`src/rtl/seq_booth_multiplier.sv`:
```
// seq_booth_multiplier
//   Sequential radix-2 Booth multiplier with valid/ready handshakes.
//   Operands are extended to WIDTH+1 bits: sign-extended in signed mode, zero-extended
//   in unsigned mode. The block then runs WIDTH+1 Booth steps, one per cycle, and
//   registers the result on the following cycle.
//
//   Optional build macro: OVF_SATURATE_EN. When it is defined, Z saturates on overflow.
//   When it is undefined, Z is the truncated low half of P.
//
// Ports
//   clk          rising-edge clock
//   reset        asynchronous, active-high reset
//   in_valid     operands and mode are valid
//   in_ready     block can accept operands (IDLE only)
//   signed_mode  1 = two's-complement operands, 0 = unsigned operands
//   X, Y         multiplicand, multiplier (WIDTH bits)
//   out_valid    result valid, held until accepted
//   out_ready    consumer accepts result
//   Z            low WIDTH bits of product (saturated with OVF_SATURATE_EN)
//   P            full exact 2*WIDTH-bit product
//   overflow     product not representable in WIDTH bits under the selected mode
//
// States
//   S_IDLE | waiting for operands, in_ready=1
//   S_BUSY | Booth steps (cnt 0..WIDTH), then one cycle to register the result
//   S_DONE | out_valid=1, waiting for out_ready

module seq_booth_multiplier #(
    parameter int WIDTH = 8,
    parameter int CNT_W = $clog2(WIDTH + 2)
) (
    input  logic                 clk,
    input  logic                 reset,
    input  logic                 in_valid,
    output logic                 in_ready,
    input  logic                 signed_mode,
    input  logic [WIDTH-1:0]     X,
    input  logic [WIDTH-1:0]     Y,
    output logic                 out_valid,
    input  logic                 out_ready,
    output logic [WIDTH-1:0]     Z,
    output logic [2*WIDTH-1:0]   P,
    output logic                 overflow
);

    typedef enum logic [1:0] {
        S_IDLE = 2'd0,
        S_BUSY = 2'd1,
        S_DONE = 2'd2
    } state_t;

    state_t                r_state;
    state_t                w_state_next;

    logic [WIDTH:0]        r_mcand;
    logic [WIDTH:0]        r_mplier;
    logic [WIDTH+1:0]      r_acc;
    logic                  r_ybit;
    logic [CNT_W-1:0]      r_cnt;
    logic                  r_signed;
    logic [WIDTH-1:0]      r_z;
    logic [2*WIDTH-1:0]    r_p;
    logic                  r_ovf;

    logic                  w_accept;
    logic                  w_finish;
    logic [WIDTH:0]        w_x_ext;
    logic [WIDTH:0]        w_y_ext;
    logic [WIDTH+1:0]      w_mcand_x;
    logic [WIDTH+1:0]      w_acc_sum;
    logic [2*WIDTH-1:0]    w_prod;
    logic [WIDTH:0]        w_prod_hi;
    logic                  w_ovf;
    logic [WIDTH-1:0]      w_z;
    logic                  w_unused;

    assign w_accept  = (r_state == S_IDLE) && in_valid;
    // The count reaches WIDTH+1 only after the last Booth step, so that cycle
    // only registers the result.
    assign w_finish  = (r_cnt == CNT_W'(WIDTH + 1));

    assign w_x_ext   = signed_mode ? {X[WIDTH-1], X} : {1'b0, X};
    assign w_y_ext   = signed_mode ? {Y[WIDTH-1], Y} : {1'b0, Y};
    assign w_mcand_x = {r_mcand[WIDTH], r_mcand};

    always_comb begin
        w_acc_sum = r_acc;
        case ({r_mplier[0], r_ybit})
            2'b01:   w_acc_sum = r_acc + w_mcand_x;
            2'b10:   w_acc_sum = r_acc - w_mcand_x;
            default: w_acc_sum = r_acc;
        endcase
    end

    // After WIDTH+1 shifts, {acc, mplier} holds the sign-extended product. The low
    // 2*WIDTH bits are exact for both modes.
    assign w_prod    = {r_acc[WIDTH-2:0], r_mplier};
    assign w_prod_hi = w_prod[2*WIDTH-1:WIDTH-1];
    assign w_ovf     = r_signed ? !((&w_prod_hi) || !(|w_prod_hi))
                                : (|w_prod[2*WIDTH-1:WIDTH]);

`ifdef OVF_SATURATE_EN
    always_comb begin
        w_z = w_prod[WIDTH-1:0];
        if (w_ovf) begin
            if (r_signed) begin
                w_z = w_prod[2*WIDTH-1] ? {1'b1, {(WIDTH-1){1'b0}}}
                                        : {1'b0, {(WIDTH-1){1'b1}}};
            end else begin
                w_z = '1;
            end
        end
    end
`else
    assign w_z = w_prod[WIDTH-1:0];
`endif

    // The guard bits of the accumulator are never part of P.
    assign w_unused = &{1'b0, r_acc[WIDTH+1:WIDTH-1]};

    always_ff @(posedge clk or posedge reset) begin
        if (reset) begin
            r_state <= S_IDLE;
        end else begin
            r_state <= w_state_next;
        end
    end

    always_comb begin
        w_state_next = r_state;
        in_ready     = 1'b0;
        out_valid    = 1'b0;
        case (r_state)
            S_IDLE: begin
                in_ready = 1'b1;
                if (in_valid) begin
                    w_state_next = S_BUSY;
                end
            end
            S_BUSY: begin
                if (w_finish) begin
                    w_state_next = S_DONE;
                end
            end
            S_DONE: begin
                out_valid = 1'b1;
                if (out_ready) begin
                    w_state_next = S_IDLE;
                end
            end
            default: w_state_next = S_IDLE;
        endcase
    end

    always_ff @(posedge clk or posedge reset) begin
        if (reset) begin
            r_mcand  <= '0;
            r_mplier <= '0;
            r_acc    <= '0;
            r_ybit   <= 1'b0;
            r_cnt    <= '0;
            r_signed <= 1'b0;
            r_z      <= '0;
            r_p      <= '0;
            r_ovf    <= 1'b0;
        end else if (w_accept) begin
            r_mcand  <= w_x_ext;
            r_mplier <= w_y_ext;
            r_signed <= signed_mode;
            r_acc    <= '0;
            r_ybit   <= 1'b0;
            r_cnt    <= '0;
        end else if (r_state == S_BUSY) begin
            if (!w_finish) begin
                // Add or subtract the multiplicand, then shift {acc, mplier, ybit}
                // right arithmetically by one bit.
                r_acc    <= {w_acc_sum[WIDTH+1], w_acc_sum[WIDTH+1:1]};
                r_mplier <= {w_acc_sum[0], r_mplier[WIDTH:1]};
                r_ybit   <= r_mplier[0];
                r_cnt    <= r_cnt + CNT_W'(1);
            end else begin
                r_p      <= w_prod;
                r_z      <= w_z;
                r_ovf    <= w_ovf;
            end
        end
    end

    assign Z        = r_z;
    assign P        = r_p;
    assign overflow = r_ovf;

endmodule

```
`config.mk`:
```
export PLATFORM = sky130hd
export DESIGN_NAME = seq_booth_multiplier
export DESIGN_NICKNAME = d
export VERILOG_FILES = /design/src/rtl/seq_booth_multiplier.sv
export SDC_FILE = /design/constraint.sdc
export NUM_CORES = 1
export LEC_CHECK = 0
export BUFFER_PORTS_ARGS = -buffer_cell sky130_fd_sc_hd__buf_2
export CAP_MARGIN = 20
export CORE_UTILIZATION = 60
export CTS_CLUSTER_DIAMETER = 30
export DETAILED_ROUTE_END_ITERATION = 16
export PLACE_DENSITY_LB_ADDON = 0.2
export SYNTH_ARGS = -nofsm -noshare
export SYNTH_HDL_FRONTEND = slang
export SYNTH_SLANG_ARGS = --single-unit
```
`constraint.sdc`:
```
create_clock -name clk -period 4.75 [get_ports clk]
set_clock_uncertainty 0.15 [all_clocks]
set_input_delay 0.2375 -clock clk [delete_from_list [all_inputs] [get_ports clk]]
set_output_delay 0.2375 -clock clk [all_outputs]
set_load 0.05 [all_outputs]
```
* Yosys cells after proc, flatten, opt, wreduce, memory -nomap -nowiden
Index checks and enable logic that the tools add are counted.
** Storage, ports and cells
- Flip-flop bits (word level) :: 61
- Bits in latches :: 0
- Bits in writable memories :: 0
- Memory bits (read-only) :: 0
- Input bits :: 21
- Output and inout bits :: 27
- Word-level logic and storage cells :: 57
- Memories :: 0
** Cells by class
- Add/subtract/negate cells :: 3
- Multiply operators :: 0
- Div/mod/pow operators :: 0
- Order comparisons :: 0
- Eq/ne operators :: 9
- Shift operators :: 0
- Multiplexer cells :: 22
- Bitwise gates (word level) :: 1
- Reductions and logical operators :: 12
** Operator list (count)
- two-way mux 9 bit :: 5
- two-way mux 10 bit :: 3
- case mux 10 bit (2 select lines) :: 1
- two-way mux 4 bit :: 3
- adder 10 bit :: 1
- subtractor 10 bit :: 1
- AND reduction 9 bit :: 1
- OR reduction 9 bit :: 1
- != test 2 bit (second input constant) :: 4
- OR reduction 8 bit :: 1
- two-way mux 1 bit :: 6
- two-way mux 2 bit :: 3
- case mux 2 bit (3 select lines) :: 1
- AND reduction 3 bit :: 2
- adder 4 x 1 -> 4 bit (second input constant) :: 1
- == test 2 x 1 -> 1 bit (second input constant) :: 2
- == test 2 bit (second input constant) :: 2
- == test 4 bit (second input constant) :: 1
- logical NOT 1 bit :: 2
- logical NOT 2 bit :: 1
- AND reduction 2 bit :: 1
- nonzero test 2 bit :: 1
- logical AND 1 bit :: 1
- logical OR 1 bit :: 1
- NOT 1 bit :: 1

* Logic depth before layout (Yosys ltp)
Gate-level depths: netlist of run 1.
- Depth in word-level cells :: 5
- Mapped depth :: 12
- Depth with buffers taken out :: 12

* Worst setup path after synthesis of run 1
Ideal clock, no wire load.
- Path kind :: flip-flop to flip-flop
- Start :: reg r_ybit
- End :: reg r_acc[7]
- Arrival time :: 2239 ps
- Slack :: 2234 ps
- Cell stages (with the launch flop) :: 12
- Cell sequence :: dfrtp_1 inv_1 ha_1 clkbuf_1 mux2i_1 fa_1 a21o_1 a21oi_1 o21ai_1 o21ai_0 xor2_1 o21ai_1
** On the way
- Word-level cells in the longest chain between the ends :: 5
** Ends and longest elaborated chain
- start: declaration :: RTL line 58 : logic r_ybit;
- start signal: assignment :: RTL line 179 : r_ybit <= r_mplier[0];
- == test 2 bit / == test 2 x 1 -> 1 bit (equally long branches) :: RTL line 88 : case ({r_mplier[0], r_ybit})
- case mux 10 bit (2 select lines) (*) :: RTL line 88
- two-way mux 10 bit (*) :: RTL line 174 : if (!w_finish) begin
- two-way mux 10 bit (*) :: RTL line 173 : end else if (r_state == S_BUSY) begin
- two-way mux 10 bit (*) :: RTL line 166 : end else if (w_accept) begin
- end signal: assignment :: RTL line 177 : r_acc <= {w_acc_sum[WIDTH+1], w_acc_sum[WIDTH+1:1]};
- end: declaration :: RTL line 57 : logic [WIDTH+1:0] r_acc;
Every way passes the cells marked *; elsewhere a longest branch is shown, timed or not. The select of a mux whose other input is x is not followed.
A chain may end at the register's enable or synchronous reset.

* Final worst setup path of run 1
- Start :: reg r_mcand[2]
- End :: reg r_acc[8]
** On the way
- Word-level cells in the longest chain between the ends :: 5
** Ends and longest elaborated chain
- start: declaration :: RTL line 55 : logic [WIDTH:0] r_mcand;
- start signal: assignment :: RTL line 167 : r_mcand <= w_x_ext;
- subtractor 10 bit / adder 10 bit (equally long branches) :: RTL line 90, 89
- case mux 10 bit (2 select lines) (*) :: RTL line 88
- two-way mux 10 bit (*) :: RTL line 174
- two-way mux 10 bit (*) :: RTL line 173
- two-way mux 10 bit (*) :: RTL line 166
Marked as above.

==> impl_metrics.toml, run 1 <==
[outcome]
result_of_the_run = "finished, final reports clean"

[timing]
rsz_0062_raised_after_global_routing = "no"
fin_crit_sh = 0.5967
hold_viol_final = 0
max_slew_margin = 0.3241
finalWorstSetupSlack_ps = 1916
max_freq_ghz = 0.3528
setup-tns-final_ps = 0
final_period_minus_worst_setup_slack_ps = 2834
finish_stage_setup_viols = 0
worst_pin_slew_ps = 1014
count_of_final_max_slew_check_failures = 0

[setup_path]
logic_depth_of_the_worst_register_to_register_path = 11
start_kind = "flip-flop"
worst_setup_ep_type = "flip-flop"
required_ps = 4840
critPathArrivalTime_ps = 2920
timing.setup.critical_path_class = "flip-flop to flip-flop"
critPathMaxFanout = 4

[clock_tree]
htree_levels = 2
num_cts_buffers = 5
clock_path_buffers = 2
path_clk_slew_ps = 90
clockRootBuffer = "sky130_fd_sc_hd__clkbuf_8"
numClockSinks = 52
post_cts_buffers = 0
clk_latency_ps = 310
cts_tree = "built"

[drt]
antenna_violating_nets_post_route = 0
mean_routed_wirelength_per_cell_um = 14.70
detailroute.via_count = 2039
drt_first_pass_iters = 7
drt_first_iter_violations = 211
postRouteWirelength_um = 5217
detail_route.drc_violations = 0
viasPerCell = 5.744

[global_routing]
largest_net_degree_at_the_start_of_global_routing = 53
grt_use_total = 0.2340
grt_pass1_vias = 1851
first_pass_grt_wire_length_um = 8866
total_gr_overflow = 0
initial_antenna_violation_count = 0

[die]
chipHeight_um = 70.03
die-width_um = 70.03
pin_count = 48
floorplan.initialDensity = 0.6290
rows = 24
floorplan.die_area_um2 = 4904
fp.coreArea_um2 = 4414

[synth]
synth_seq_area_share = 0.4687
number_of_enable_type_register_cells_in_the_synthesized_netlist = 0
synthDistinctLibCells = 42
syn-num-nets = 292
async_flop_share = 1.000
post_synth_instance_area_um2 = 2776
ys_seq_elements = 52
ys_dominant_reg_cell = "sky130_fd_sc_hd__dfrtp_1"
synth.avg_cell_area_um2 = 10.80
post_synth_inst_count = 257
synth_warnings = 0

[layout]
n_antenna_cell = 0
final_layout_size_suffix_gt1_frac = 0.2574
areaGrowthSynthToFinish_pct = 13.38
final_area_um2 = 3148
seqCellArea_um2 = 1301
num-nets-final = 337
num-fill-cells = 330
multi_input_area_um2 = 1276

[placement]
gp_routability_congestion = 0.8172
placedInstanceArea_um2 = 2960
place.detailed.hpwl_um = 3780
placement.io_buffers = 47
pre_cts_slack_ps = 1948

[worst_hold_path]
timing.hold.worst.class = "input port to flip-flop"
hold_depth = 3

[run]
max_cap_viol_count = 0
==> stage by stage <==
stage	std cells	hold slack [ps]	utilization
final	355	6.457	0.7132
after global routing	355	3.603	0.7132
after CTS	352	1.599	0.7041
after detailed placement	339	295.6	0.6706
after global placement	339	293.7	0.6706
after floorplan	257	204.3	-
==> cell usage after synthesis, types with 4 or more instances <==
master	number	area [µm²]
sky130_fd_sc_hd__dfrtp_1	52	1301
sky130_fd_sc_hd__inv_1	22	82.58
sky130_fd_sc_hd__mux2_2	18	202.7
sky130_fd_sc_hd__nand2_1	14	52.55
sky130_fd_sc_hd__ha_1	13	162.7
sky130_fd_sc_hd__nor2_1	13	48.80
sky130_fd_sc_hd__o21ai_0	13	65.06
sky130_fd_sc_hd__xnor2_1	11	96.34
sky130_fd_sc_hd__a21oi_1	9	45.04
sky130_fd_sc_hd__buf_4	9	67.56
sky130_fd_sc_hd__a222oi_1	8	80.08
sky130_fd_sc_hd__xor2_1	7	61.31
sky130_fd_sc_hd__o21ai_1	6	30.03
sky130_fd_sc_hd__a21o_1	4	30.03
sky130_fd_sc_hd__a22o_1	4	35.03
sky130_fd_sc_hd__a32oi_1	4	35.03
sky130_fd_sc_hd__mux2_1	4	45.04
==> cell type report <==
class,count,area share
sequential,52,0.4134
multi-input combinational,166,0.4054
tap,52,0.02067
timing repair buffer,55,0.1033
clock buffer,6,0.02623
clock inverter,2,0.004769
inverter,22,0.02623
==> path summary, 6_finish.rpt <==
path                            startpoint           to  slack [ps]
worst min-delay path                  Y[1]  r_mplier[1]           6
worst min register to register       P[10]        P[10]         340
worst max register to register  r_mcand[2]     r_acc[8]        1920
max in group asynchronous            reset     r_acc[6]        3620
min in group asynchronous            reset         P[7]         310
worst max-delay path            r_mcand[2]     r_acc[8]        1920
==> state kept, by name (all words and copies together), names as in the netlist <==
signal and count:
r_mplier 9, r_ybit 1, Z 7, P 9
r_acc 9, overflow 1, r_mcand 9, r_state 2
r_cnt 4, r_signed 1
==> cell usage in the layout, fill, tap and decap left out, types with 6 or more instances in the layout <==
cell and instances:
sky130_fd_sc_hd__inv_1 21, sky130_fd_sc_hd__a222oi_1 8, sky130_fd_sc_hd__clkbuf_8 6, sky130_fd_sc_hd__nor2_1 13, sky130_fd_sc_hd__buf_2 47, sky130_fd_sc_hd__dlygate4sd3_1 7
sky130_fd_sc_hd__ha_1 13, sky130_fd_sc_hd__o21ai_1 6, sky130_fd_sc_hd__nand2_1 14, sky130_fd_sc_hd__o21ai_0 13, sky130_fd_sc_hd__xor2_1 7, sky130_fd_sc_hd__a21oi_1 9
sky130_fd_sc_hd__mux2_2 18, sky130_fd_sc_hd__dfrtp_1 52, sky130_fd_sc_hd__xnor2_1 11
==> metal layers <==
layer,routed length (µm),track usage,vias up
met1,2441,0.3324,976
met5,0,0,-
li1,-,-,998
met2,2474,0.3600,58
met3,228,0.04762,7
met4,74,0.08000,0
==> critical path, stage by stage, from the launching register on <==
cell                       delay (ps)
sky130_fd_sc_hd__dfrtp_1          440
sky130_fd_sc_hd__nor3_1           340
sky130_fd_sc_hd__nor3b_1          310
sky130_fd_sc_hd__a21oi_1          140
sky130_fd_sc_hd__xnor2_1          150
sky130_fd_sc_hd__ha_1             190
sky130_fd_sc_hd__or2_1            220
sky130_fd_sc_hd__a211oi_1         190
sky130_fd_sc_hd__a32oi_1          140
sky130_fd_sc_hd__xor2_1           170
sky130_fd_sc_hd__nor2_1           120
sky130_fd_sc_hd__mux2i_1          200
==> timing repair <==
item,4_1_cts,5_1_grt
hold endpoints to repair,5,20
gates resized for setup,0,0
hold buffers,5,2
==> logic make-up after synthesis <==
kind of cell,Yosys count,share of synthesized area
compound gates,58,0.1438
flops,52,0.4687
simple gates,51,0.09329
buf+inv,39,0.07165
mux,25,0.1000
xor+xnor,18,0.05678
fa+ha+maj,14,0.06580
Power of run 1 is left out: the tool's default activity adds up to more than one toggle a clock period on the data nets, which glitch-free logic cannot reach.
==> run 2, diff against run 1 <==
CORE_UTILIZATION = 50   (was 60)
clock period = 2.59 ns   (was 4.75 ns; I/O delays follow)
==> run 2 against run 1 <==
Flip-flop and latch count stayed put. Non-clock buffer count is 34 higher. Critical path depth is 1 lower. Worst hold slack better by 180 ps. Cell area is 13% higher. Sequential share of layout area is 4.6 points lower. Via count is 4.8% higher. First-iteration DRC count is 27% lower. Fmax is 9.9% higher. Die area is 19% higher. Wire length is 10% higher. Setup slack worse by 1900 ps.
==> impl_metrics.toml, run 2 (synthesis gave the netlist of run 1 again) <==
[outcome]
result_of_the_run = "finished, final reports clean"

[timing]
fin_crit_sh = 0.9952
count_of_final_max_slew_check_failures = 0
rsz_0062_raised_after_global_routing = "yes"
finish_stage_setup_viols = 0
max_slew_margin = 0.4614
max_freq_ghz = 0.3879
final_period_minus_worst_setup_slack_ps = 2578
worst_pin_slew_ps = 808.0
hold_viol_final = 0

[layout]
areaGrowthSynthToFinish_pct = 27.58
num-fill-cells = 426
final_layout_size_suffix_gt1_frac = 0.3383
final_core_utilization = 0.6763
num-nets-final = 371
final_area_um2 = 3542
n_antenna_cell = 0
final_common_cell = "sky130_fd_sc_hd__dfrtp_1"
layout_common_cells = "sky130_fd_sc_hd__dfrtp_1, sky130_fd_sc_hd__buf_2, sky130_fd_sc_hd__buf_4"
post_layout_nonfiller_instances = 407

[setup_path]
required_ps = 2670
start_kind = "flip-flop"
setup_slack_of_the_worst_register_to_register_path_ps = 10
worst_setup_ep_type = "flip-flop"
timing.setup.critical_path_class = "flip-flop to flip-flop"
critPathArrivalTime_ps = 2660
critPathMaxFanout = 4

[clock_tree]
cts_tree = "built"
clk_latency_ps = 310
path_clk_slew_ps = 100
num_cts_buffers = 5
htree_levels = 2
numClockSinks = 52
clockRootBuffer = "sky130_fd_sc_hd__clkbuf_8"
clock_path_buffers = 2

[placement]
place.detailed.hpwl_um = 4022
placement.io_buffers = 47
gp_routability_congestion = 0.7709
placedInstanceArea_um2 = 3118
dpl.cell_count = 375

[global_routing]
grt.met1_usage = 0.2875
largest_net_degree_at_the_start_of_global_routing = 23
grt.busiest_layer = "met2"
first_pass_grt_wire_length_um = 9508
grt.met2_usage = 0.3333
grt_pass1_vias = 2045
grt_use_total = 0.2069
initial_antenna_violation_count = 0
total_gr_overflow = 0
met3_usage = 0.03593

[die]
floorplan.initialDensity = 0.5301
fp.coreArea_um2 = 5238
chipHeight_um = 76.52
rows = 26
floorplan.die_area_um2 = 5855
die-width_um = 76.52
pin_count = 48

[drt]
antenna_violating_nets_post_route = 0
drt_first_iter_violations = 153
drt_first_pass_iters = 4
detail_route.drc_violations = 0
postRouteWirelength_um = 5750
viasPerCell = 5.248
detailroute.via_count = 2136
mean_routed_wirelength_per_cell_um = 14.13

[worst_hold_path]
timing.hold.worst.class = "input port to asynchronous set/reset pin"

[run]
max_cap_viol_count = 0
-- run 2: cell types whose count changed in the layout (fill, tap and decap cells not counted), moves of 4 or more --
cell                            previous run  this run
sky130_fd_sc_hd__buf_4                     0        23
sky130_fd_sc_hd__dlygate4sd3_1             7        19
sky130_fd_sc_hd__a21oi_2                   0         4
sky130_fd_sc_hd__a21oi_1                   9         5
-- run 2: layout make-up --
cell class | instances | area, µm² | area share
Clock buffer | 6 | 72.57 | 0.02049
Clock inverter | 2 | 38.79 | 0.01095
Sequential cell | 52 | 1301 | 0.3674
Inverter | 22 | 82.58 | 0.02331
Timing Repair Buffer | 89 | 598.1 | 0.1688
Multi-Input combinational cell | 166 | 1361 | 0.3843
Tap cell | 70 | 87.58 | 0.02473
-- run 2: per-layer routing --
| metal | wire, µm | vias up |
|---|---|---|
| met4 | 55 | 0 |
| met1 | 2731 | 1003 |
| met5 | 0 | - |
| met3 | 267 | 7 |
| li1 | - | 1070 |
| met2 | 2695 | 56 |
-- run 2: path summary, 6_finish.rpt --
| kind | to | from | cells after the start |
|---|---|---|---|
| worst max-delay path | r_acc[8] | r_mcand[4] | 10 |
| worst min-delay path | Z[5] | reset | 3 |
| worst max register to register | r_acc[8] | r_mcand[4] | 10 |
| worst min register to register | P[13] | P[13] | 1 |
| max in group asynchronous | r_acc[8] | reset | 4 |
| min in group clk | P[13] | P[13] | 1 |
-- run 2: stage by stage --
stage,hold slack (ps),setup slack [ps],setup TNS (ps)
floorplan,96.34,74.46,0
global placement,-6.641,-27.82,-60.03
detailed placement,0.7301,-30.95,-55.05
CTS,209.8,39.57,0
global route,241.2,-159.7,-218.4
finish,186.0,12.33,0
-- run 2: critical path, stage by stage, from the launching register on --
cell	delay, ps
sky130_fd_sc_hd__dfrtp_1	450
sky130_fd_sc_hd__nor3_2	270
sky130_fd_sc_hd__nor3b_2	280
sky130_fd_sc_hd__a21oi_2	90
sky130_fd_sc_hd__xnor2_1	140
sky130_fd_sc_hd__ha_1	310
sky130_fd_sc_hd__a21bo_1	200
sky130_fd_sc_hd__a32oi_1	180
sky130_fd_sc_hd__xor2_1	90
sky130_fd_sc_hd__nor2_1	140
sky130_fd_sc_hd__mux2i_1	190
-- run 2: repair_timing --
action / 4_1_cts / 5_1_grt
resized for setup: 4 / 16
pin swaps: 0 / 6
hold buffers: 19 / 0
buffers inserted: 0 / 5
endpoints found under the hold margin: 38 / 0
setup endpoints to repair: 4 / 4
Power of run 2 is left out for the same reason.
==> run 3, diff against run 2 <==
RECOVER_POWER = 50   (was unset)
==> run 3 against run 2 <==
Setup slack better by 2.0 ps. Die area stayed put. Count of clock-buffer cells in the layout stayed put. Worst hold slack better by 130 ps. Flip-flop and latch count stayed put. Utilization is 0.45 points lower. Fmax hardly changed. Cell area is 0.67% lower. Cell count stayed put. First-iteration DRC count is 11% lower. Wire length hardly changed. Non-clock buffer count stayed put. Largest cell class unchanged.
==> impl_metrics.toml, run 3 (synthesis gave the netlist of run 1 again) <==
[setup_path]
start_kind = "flip-flop"
reg2reg_to = "r_acc[8]"
reg2reg_from = "r_mcand[4]"
setup.worst_path.end = "r_acc[8]"
timing.setup.critical_path_class = "flip-flop to flip-flop"
worst_setup_path_startpoint = "r_mcand[4]"
logic_depth_of_the_worst_register_to_register_path = 10
worst_setup_ep_type = "flip-flop"
setup_slack_of_the_worst_register_to_register_path_ps = 10
critPathArrivalTime_ps = 2660
required_ps = 2670
critPathMaxFanout = 4

[layout]
seqCellArea_um2 = 1301
num-nets-final = 371
final_layout_size_suffix_gt1_frac = 0.2908
num-fill-cells = 439
final_area_um2 = 3518
final_common_cell = "sky130_fd_sc_hd__dfrtp_1"
multi_input_area_um2 = 1361
areaGrowthSynthToFinish_pct = 26.72
n_antenna_cell = 0
layout_common_cells = "sky130_fd_sc_hd__dfrtp_1, sky130_fd_sc_hd__buf_2, sky130_fd_sc_hd__buf_4"

[drt]
mean_routed_wirelength_per_cell_um = 14.12
postRouteWirelength_um = 5747
antenna_violating_nets_post_route = 0
drt_first_iter_violations = 136
viasPerCell = 5.287
drt_first_pass_iters = 4
detailroute.via_count = 2152
detail_route.drc_violations = 0

[timing]
max_freq_ghz = 0.3882
fin_crit_sh = 0.9945
worst_pin_slew_ps = 984.2
finish_stage_setup_viols = 0
count_of_final_max_slew_check_failures = 0
rsz_0062_raised_after_global_routing = "yes"
max_slew_margin = 0.3439
setup-tns-final_ps = 0
hold_viol_final = 0
finalWorstSetupSlack_ps = 14.32
final_period_minus_worst_setup_slack_ps = 2576

[placement]
placedInstanceArea_um2 = 3118
gp_routability_congestion = 0.7709
placement.io_buffers = 47
place.detailed.hpwl_um = 4022
pre_cts_slack_ps = -30.95

[outcome]
result_of_the_run = "finished, final reports clean"

[clock_tree]
path_clk_slew_ps = 100
htree_levels = 2
clock_path_buffers = 2
num_cts_buffers = 5
numClockSinks = 52
clk_latency_ps = 310
clockRootBuffer = "sky130_fd_sc_hd__clkbuf_8"
cts_tree = "built"

[global_routing]
grt_pass1_vias = 2045
first_pass_grt_wire_length_um = 9508
largest_net_degree_at_the_start_of_global_routing = 23
grt_use_total = 0.2069
total_gr_overflow = 0
initial_antenna_violation_count = 0

[die]
floorplan.initialDensity = 0.5301
fp.coreArea_um2 = 5238
rows = 26
floorplan.die_area_um2 = 5855
pin_count = 48
chipHeight_um = 76.52
die-width_um = 76.52

[worst_hold_path]
timing.hold.worst.class = "input port to asynchronous set/reset pin"

[run]
max_cap_viol_count = 0
## run 3: cell count changes in the layout (fill, tap and decap cells not counted)
cell / previous run / this run
sky130_fd_sc_hd__clkbuf_1: 1 / 16
sky130_fd_sc_hd__buf_2: 47 / 34
sky130_fd_sc_hd__buf_4: 23 / 21
sky130_fd_sc_hd__inv_1: 19 / 20
sky130_fd_sc_hd__inv_2: 3 / 2
## run 3: what timing repair did
item | 4_1_cts | 5_1_grt
buffers inserted | 0 | 5
gates resized for setup | 4 | 16
setup endpoints to repair | 4 | 4
hold buffers | 19 | 0
gates cloned | 0 | 0
endpoints found under the hold margin | 38 | 0
pin swaps | 0 | 6
## run 3: worst min-delay path by stage
stage / startpoint / end / depth (start not counted)
after global routing: P[12] / P[12] / 1
after global placement: reset / Z[5] / 2
after CTS: reset / Z[3] / 3
after floorplan: X[0] / r_mcand[0] / 2
final: reset / Z[5] / 3
after detailed placement: reset / r_mplier[5] / 2
## run 3: metrics by stage
step	hold slack, ps	cells	utilization
after global placement	-6.641	375	0.5953
after detailed placement	0.7301	375	0.5953
after global routing	375.0	407	0.6718
final	315.3	407	0.6718
after CTS	209.8	402	0.6555
after floorplan	96.34	257	-
## run 3: layer usage
layer,wire length [µm],GRT usage,up-vias,share of wire
met5,0,0,-,0
met4,55,0.05769,0,0.0096
met3,232,0.03593,7,0.040
met2,2685,0.3333,52,0.47
met1,2773,0.2875,1017,0.48
li1,-,-,1076,-
## run 3: cell type report
class,count,share of cell area
timing repair buffer,89,0.1632
inverter,22,0.02347
clock inverter,2,0.01102
multi-input combinational,166,0.3869
tap,70,0.02489
clock buffer,6,0.02063
sequential,52,0.3698
## run 3: critical path: stages, from the launching register on
cell	delay [ps]
sky130_fd_sc_hd__dfrtp_1	450
sky130_fd_sc_hd__nor3_2	270
sky130_fd_sc_hd__nor3b_2	280
sky130_fd_sc_hd__a21oi_2	90
sky130_fd_sc_hd__xnor2_1	140
sky130_fd_sc_hd__ha_1	310
sky130_fd_sc_hd__a21bo_1	200
sky130_fd_sc_hd__a32oi_1	180
sky130_fd_sc_hd__xor2_1	90
sky130_fd_sc_hd__nor2_1	140
sky130_fd_sc_hd__mux2i_1	190
Power of run 3 is left out for the same reason.
